<file path="config.mk">
export PLATFORM = sky130hd
export DESIGN_NAME = fetch_unit
export DESIGN_NICKNAME = d
export VERILOG_FILES = /design/src/rtl/cpu_pkg.sv /design/src/rtl/pc_next_logic.sv /design/src/rtl/fetch_unit.sv
export SDC_FILE = /design/constraint.sdc
export NUM_CORES = 1
export LEC_CHECK = 0
export ABC_AREA = 1
export CORE_MARGIN = 2
export CORE_UTILIZATION = 25
export DETAILED_ROUTE_END_ITERATION = 16
export PLACE_DENSITY = 0.54
export SLEW_MARGIN = 10
export SYNTH_ARGS = -nofsm -noshare
export SYNTH_HDL_FRONTEND = slang
export SYNTH_SLANG_ARGS = --single-unit
</file>
<file path="constraint.sdc">
create_clock -name clk -period 5.1 [get_ports clk]
set_clock_uncertainty 0.05 [all_clocks]
set_input_delay 0.51 -clock clk [delete_from_list [all_inputs] [get_ports clk]]
set_output_delay 0.51 -clock clk [all_outputs]
set_load 0.05 [all_outputs]
</file>
<file path="src/rtl/cpu_pkg.sv">
// Shared CPU definitions: fetch FSM states and opcode field layout used by fetch and controller.
package cpu_pkg;

    localparam int unsigned OP_WIDTH  = 5;
    localparam int unsigned OP_MSB    = 31;
    localparam int unsigned OP_LSB    = 27;
    localparam int unsigned CNT_WIDTH = 32;

    localparam logic [OP_WIDTH-1:0]  OP_HALT = 5'b11111;
    localparam logic [CNT_WIDTH-1:0] CNT_MAX = '1;

    typedef enum logic [1:0] {
        S_IDLE = 2'd0,
        S_REQ  = 2'd1,
        S_HOLD = 2'd2,
        S_HALT = 2'd3
    } fetch_state_t;

    function automatic logic is_halt(input logic [OP_WIDTH-1:0] op);
        return op == OP_HALT;
    endfunction

endpackage

</file>
<file path="src/rtl/pc_next_logic.sv">
// Combinational next-PC selection: sequential, PC-relative branch, or region-relative jump.
module pc_next_logic #(
    parameter int unsigned WIDTH = 32
) (
    input  logic [WIDTH-1:0] i_pc,
    input  logic [WIDTH-1:0] i_instr,
    input  logic             i_pcsrc,
    input  logic             i_jump,
    output logic [WIDTH-1:0] o_pc_plus4,
    output logic [WIDTH-1:0] o_next_pc
);

    logic [WIDTH-1:0] w_imm_ext;
    logic [WIDTH-1:0] w_br_target;
    logic [WIDTH-1:0] w_jmp_target;

    assign o_pc_plus4   = i_pc + WIDTH'(4);
    assign w_imm_ext    = {{(WIDTH-16){i_instr[15]}}, i_instr[15:0]};
    assign w_br_target  = o_pc_plus4 + (w_imm_ext << 2);
    // Jump keeps the top region bits of pc+4 and replaces the rest with the word index.
    assign w_jmp_target = {o_pc_plus4[WIDTH-1:29], i_instr[26:0], 2'b00};

    always_comb begin
        o_next_pc = o_pc_plus4;
        if (i_jump) begin
            o_next_pc = w_jmp_target;
        end else if (i_pcsrc) begin
            o_next_pc = w_br_target;
        end
    end

endmodule

</file>
<file path="src/rtl/fetch_unit.sv">
// Instruction fetch stage: PC register, req/ack handshake to imem, held instruction, sticky HALT.
// Optional FETCH_PERF_CNT_EN adds saturating fetch_count / stall_count outputs.
module fetch_unit
    import cpu_pkg::*;
#(
    parameter int unsigned      WIDTH    = 32,
    parameter logic [WIDTH-1:0] RESET_PC = '0
) (
    input  logic                clk,
    input  logic                reset_n,
    output logic                imem_req,
    output logic [WIDTH-1:0]    imem_addr,
    input  logic                imem_ack,
    input  logic [WIDTH-1:0]    imem_rdata,
    output logic                instr_valid,
    output logic [WIDTH-1:0]    instr,
    output logic [OP_WIDTH-1:0] op,
    output logic [WIDTH-1:0]    pc,
    output logic [WIDTH-1:0]    pc_plus4,
    input  logic                ex_ready,
    input  logic                pcsrc,
    input  logic                jump,
    output logic                halted
`ifdef FETCH_PERF_CNT_EN
    ,
    output logic [CNT_WIDTH-1:0] fetch_count,
    output logic [CNT_WIDTH-1:0] stall_count
`endif
);

    fetch_state_t       r_state;
    fetch_state_t       w_state_nxt;
    logic [WIDTH-1:0]   r_pc;
    logic [WIDTH-1:0]   r_instr;
    logic               r_imem_req;
    logic               r_instr_valid;
    logic               r_halted;
    logic               w_req_nxt;
    logic               w_valid_nxt;
    logic               w_halted_nxt;
    logic               w_accept;
    logic               w_retire;
    logic [OP_WIDTH-1:0] w_op;
    logic [WIDTH-1:0]   w_pc_plus4;
    logic [WIDTH-1:0]   w_next_pc;

    assign w_op     = r_instr[OP_MSB:OP_LSB];
    assign w_accept = (r_state == S_REQ) && imem_ack;
    assign w_retire = (r_state == S_HOLD) && ex_ready;

    pc_next_logic #(
        .WIDTH (WIDTH)
    ) u_pc_next_logic (
        .i_pc       (r_pc),
        .i_instr    (r_instr),
        .i_pcsrc    (pcsrc),
        .i_jump     (jump),
        .o_pc_plus4 (w_pc_plus4),
        .o_next_pc  (w_next_pc)
    );

    // State register; status outputs are registered from the next-state decode.
    always_ff @(posedge clk or negedge reset_n) begin
        if (!reset_n) begin
            r_state       <= S_IDLE;
            r_imem_req    <= 1'b0;
            r_instr_valid <= 1'b0;
            r_halted      <= 1'b0;
        end else begin
            r_state       <= w_state_nxt;
            r_imem_req    <= w_req_nxt;
            r_instr_valid <= w_valid_nxt;
            r_halted      <= w_halted_nxt;
        end
    end

    always_comb begin
        w_state_nxt = r_state;
        case (r_state)
            S_IDLE: w_state_nxt = S_REQ;
            S_REQ: begin
                if (imem_ack) begin
                    w_state_nxt = S_HOLD;
                end
            end
            S_HOLD: begin
                if (ex_ready) begin
                    w_state_nxt = is_halt(w_op) ? S_HALT : S_REQ;
                end
            end
            S_HALT:  w_state_nxt = S_HALT;
            default: w_state_nxt = S_IDLE;
        endcase
    end

    always_comb begin
        w_req_nxt    = 1'b0;
        w_valid_nxt  = 1'b0;
        w_halted_nxt = 1'b0;
        case (w_state_nxt)
            S_REQ:   w_req_nxt    = 1'b1;
            S_HOLD:  w_valid_nxt  = 1'b1;
            S_HALT:  w_halted_nxt = 1'b1;
            default: ;
        endcase
    end

    // PC only advances on a non-HALT retire so a halted core keeps pointing at the HALT.
    always_ff @(posedge clk or negedge reset_n) begin
        if (!reset_n) begin
            r_pc    <= RESET_PC;
            r_instr <= '0;
        end else begin
            if (w_accept) begin
                r_instr <= imem_rdata;
            end
            if (w_retire && !is_halt(w_op)) begin
                r_pc <= w_next_pc;
            end
        end
    end

    assign imem_req    = r_imem_req;
    assign imem_addr   = r_pc;
    assign instr_valid = r_instr_valid;
    assign instr       = r_instr;
    assign op          = w_op;
    assign pc          = r_pc;
    assign pc_plus4    = w_pc_plus4;
    assign halted      = r_halted;

`ifdef FETCH_PERF_CNT_EN
    logic [CNT_WIDTH-1:0] r_fetch_count;
    logic [CNT_WIDTH-1:0] r_stall_count;
    logic                 w_stall;

    assign w_stall = ((r_state == S_REQ) && !imem_ack) || ((r_state == S_HOLD) && !ex_ready);

    always_ff @(posedge clk or negedge reset_n) begin
        if (!reset_n) begin
            r_fetch_count <= '0;
            r_stall_count <= '0;
        end else begin
            if (w_retire && (r_fetch_count != CNT_MAX)) begin
                r_fetch_count <= r_fetch_count + CNT_WIDTH'(1);
            end
            if (w_stall && (r_stall_count != CNT_MAX)) begin
                r_stall_count <= r_stall_count + CNT_WIDTH'(1);
            end
        end
    end

    assign fetch_count = r_fetch_count;
    assign stall_count = r_stall_count;
`endif

endmodule

</file>
==> reports/summary.txt <==
1st-iter DRT viols: 462
Post-synthesis sequential area ratio: 26.0%
Vias: 6720
Top routing layer used: met4
Detailed Routing Iterations Pass 1: 5
Clk sinks: 67
Gr ovfl total: 0
Req. time, crit path: 4.54 ns
H-tree Lvls: 3
DRC viols: 0
Clock slew at reported path FFs: 0.06 ns
Resized cells post-CTS: 0
Initial antenna violation count: 0
Top-count cell post-synth: nand2_1
Post-DP HPWL: 19300 um
Number of global-route vias before repair: 6465
Number of synthesized flops with an enable pin: 0
Yosys warnings: 0
Final Wtd Congestion: 0.936
Initial core utilization: 25.6%
Die Y: 165 um
Status: finished, final reports clean
Synth-to-layout area growth: 30.6%
Setup violators final: 0
Tmin final: 3.66 ns
Max Freq: 273 MHz
Synth cell count leaders: nand2_1, inv_1, nor2_1
Root Driver: clkbuf_16
Die Wd: 165 um
Post-CTS Setup Repair Bufs: 0
Arrival time of data at the critical path endpoint: 3.10 ns
DRT met1 WL: 11400 um
Nets@finish: 1202
DRT Wirelength: 24300 um
CTS tree: done
Crit Path Max Fanout: 6
Worst setup EP type: output pin
DRT antenna net count: 0
Port Buf Inserts: 167
CP startpoint kind: flop
Largest cells by area after synthesis: dfrtp_1, nand2_1, inv_1
First-pass GRT wire length: 37300 um
Fill count: 2826
Avg Inst Size Synth: 6.46 um^2
Synth Flop Type: dfrtp_1
Routed vias/inst: 4.60
Layout cells sized above 1: 5.93%
Metal2 WL: 11200 um
Final Cycle Share: 71.8%
Yosys reg bits: 67
Slew @ Worst Pin: 1.03 ns
Max cap viols: 0
Setup TNS: 0 ns
Max_slew headroom: 31.4%
Max-slew violations: 0
Hold WC Path Type: primary input to asynchronous set/reset pin
Crit Path Class: flop to output pin
Total global-route track usage: 18.1%
Hold Buf Count CTS: 0
Area leader, netlist: dfrtp_1
Full die area: 27100 um^2
Metal3 WL: 1320 um
Hold Fails Final Rpt: 0
I/O pins: 174
Largest net degree at the start of global routing: 68
WL per Instance: 16.6 um
Syn Inst Count: 999
Worst skew pair latency: 0.35 ns
Synth top area share: 26.0%
Clock buffer count from CTS: 9
Library cells used by synthesis: 41
Core ar.: 25300 um^2
Reg area: 1680 um^2
Area of the multi-input gates: 3790 um^2
RSZ-0062 raised after global routing: false
Row cnt: 58
Maximum clock path buffer count: 2
Inserted Diodes: 0
Cell Area, Synth: 6460 um^2
Async set or reset register ratio after synthesis: 100%
-- cells in the final DEF, fill, tap and decap left out, drive strengths merged, types with 22 or more instances in the layout --
cell type      instances
a21oi                 78
ha                    36
mux2                  30
inv                  148
clkdlybuf4s50        166
nor2                 119
nand2                309
dfrtp                 67
nand3                 62
o21ai                 22
-- worst paths after layout --
check | startpoint | endpoint | cells past startpoint | slack (ns)
worst max-delay path | imem_addr[13]$_DFFE_PN0P_ | pc_plus4[23] | 7 | 1.44
worst min-delay path | reset_n | instr[3]$_DFFE_PN0P_ | 1 | 0.25
worst max register to register | imem_addr[2]$_DFFE_PN0P_ | imem_addr[20]$_DFFE_PN0P_ | 15 | 1.56
worst min register to register | instr[18]$_DFFE_PN0P_ | instr[18]$_DFFE_PN0P_ | 1 | 0.49
max in group asynchronous | reset_n | instr[21]$_DFFE_PN0P_ | 1 | 4.15
min in group clk | instr[18]$_DFFE_PN0P_ | instr[18]$_DFFE_PN0P_ | 1 | 0.49
-- state kept, by name, summed over array words and instances (netlist names) --
register     cells
imem_addr       30
imem_req         1
instr_valid      1
r_state          2
instr           32
halted           1
-- area by class of cell --
type | count | area share, %
clock buffers | 9 | 2.67
well taps | 330 | 4.90
repair buffers | 172 | 20.2
clock inverters | 5 | 0.668
flip-flops and latches | 67 | 19.9
multi-input cells | 728 | 45.0
inverters | 149 | 6.66
-- worst max-delay path, stage by stage, from the launching register on --
cell             delay (ns)
dfrtp_1                0.49
nand2_1                0.16
nor2_1                 0.23
nand2_1                0.13
nor2_4                 0.20
nand2_1                0.09
xnor2_1                0.51
clkdlybuf4s50_1        0.93
-- stage by stage --
step / worst slack [ns] / std cells / hold slack [ns] / util (%) / instance area, um^2
after floorplan: 1.08 / 1004 / 0.164 / - / 6480
after detailed placement: 1.61 / 1446 / 0.474 / 32.3 / 8150
final: 1.44 / 1460 / 0.249 / 33.4 / 8430
after CTS: 1.44 / 1460 / 0.301 / 33.4 / 8430
after global routing: 1.22 / 1460 / 0.337 / 33.4 / 8430
after global placement: 1.62 / 1446 / 0.467 / 32.3 / 8150
-- cells by family after synthesis --
logic type / count (synthesis) / share of synthesized area (%)
other cells: 1 / 0.0581
compound gates: 118 / 9.90
fa+ha+maj: 37 / 7.29
xor+xnor: 18 / 2.44
flops: 67 / 26.0
mux: 30 / 5.23
simple gates: 519 / 33.5
buf+inv: 209 / 15.7
-- layer usage --
metal,GRT usage [%],vias up
li1,-,3362
met1,24.8,3123
met2,29.8,210
met3,2.96,25
met4,4.66,0
met5,0,-
Power is not shown: default switching activity piles up to over one toggle a cycle in this logic, so the estimate is an artifact.
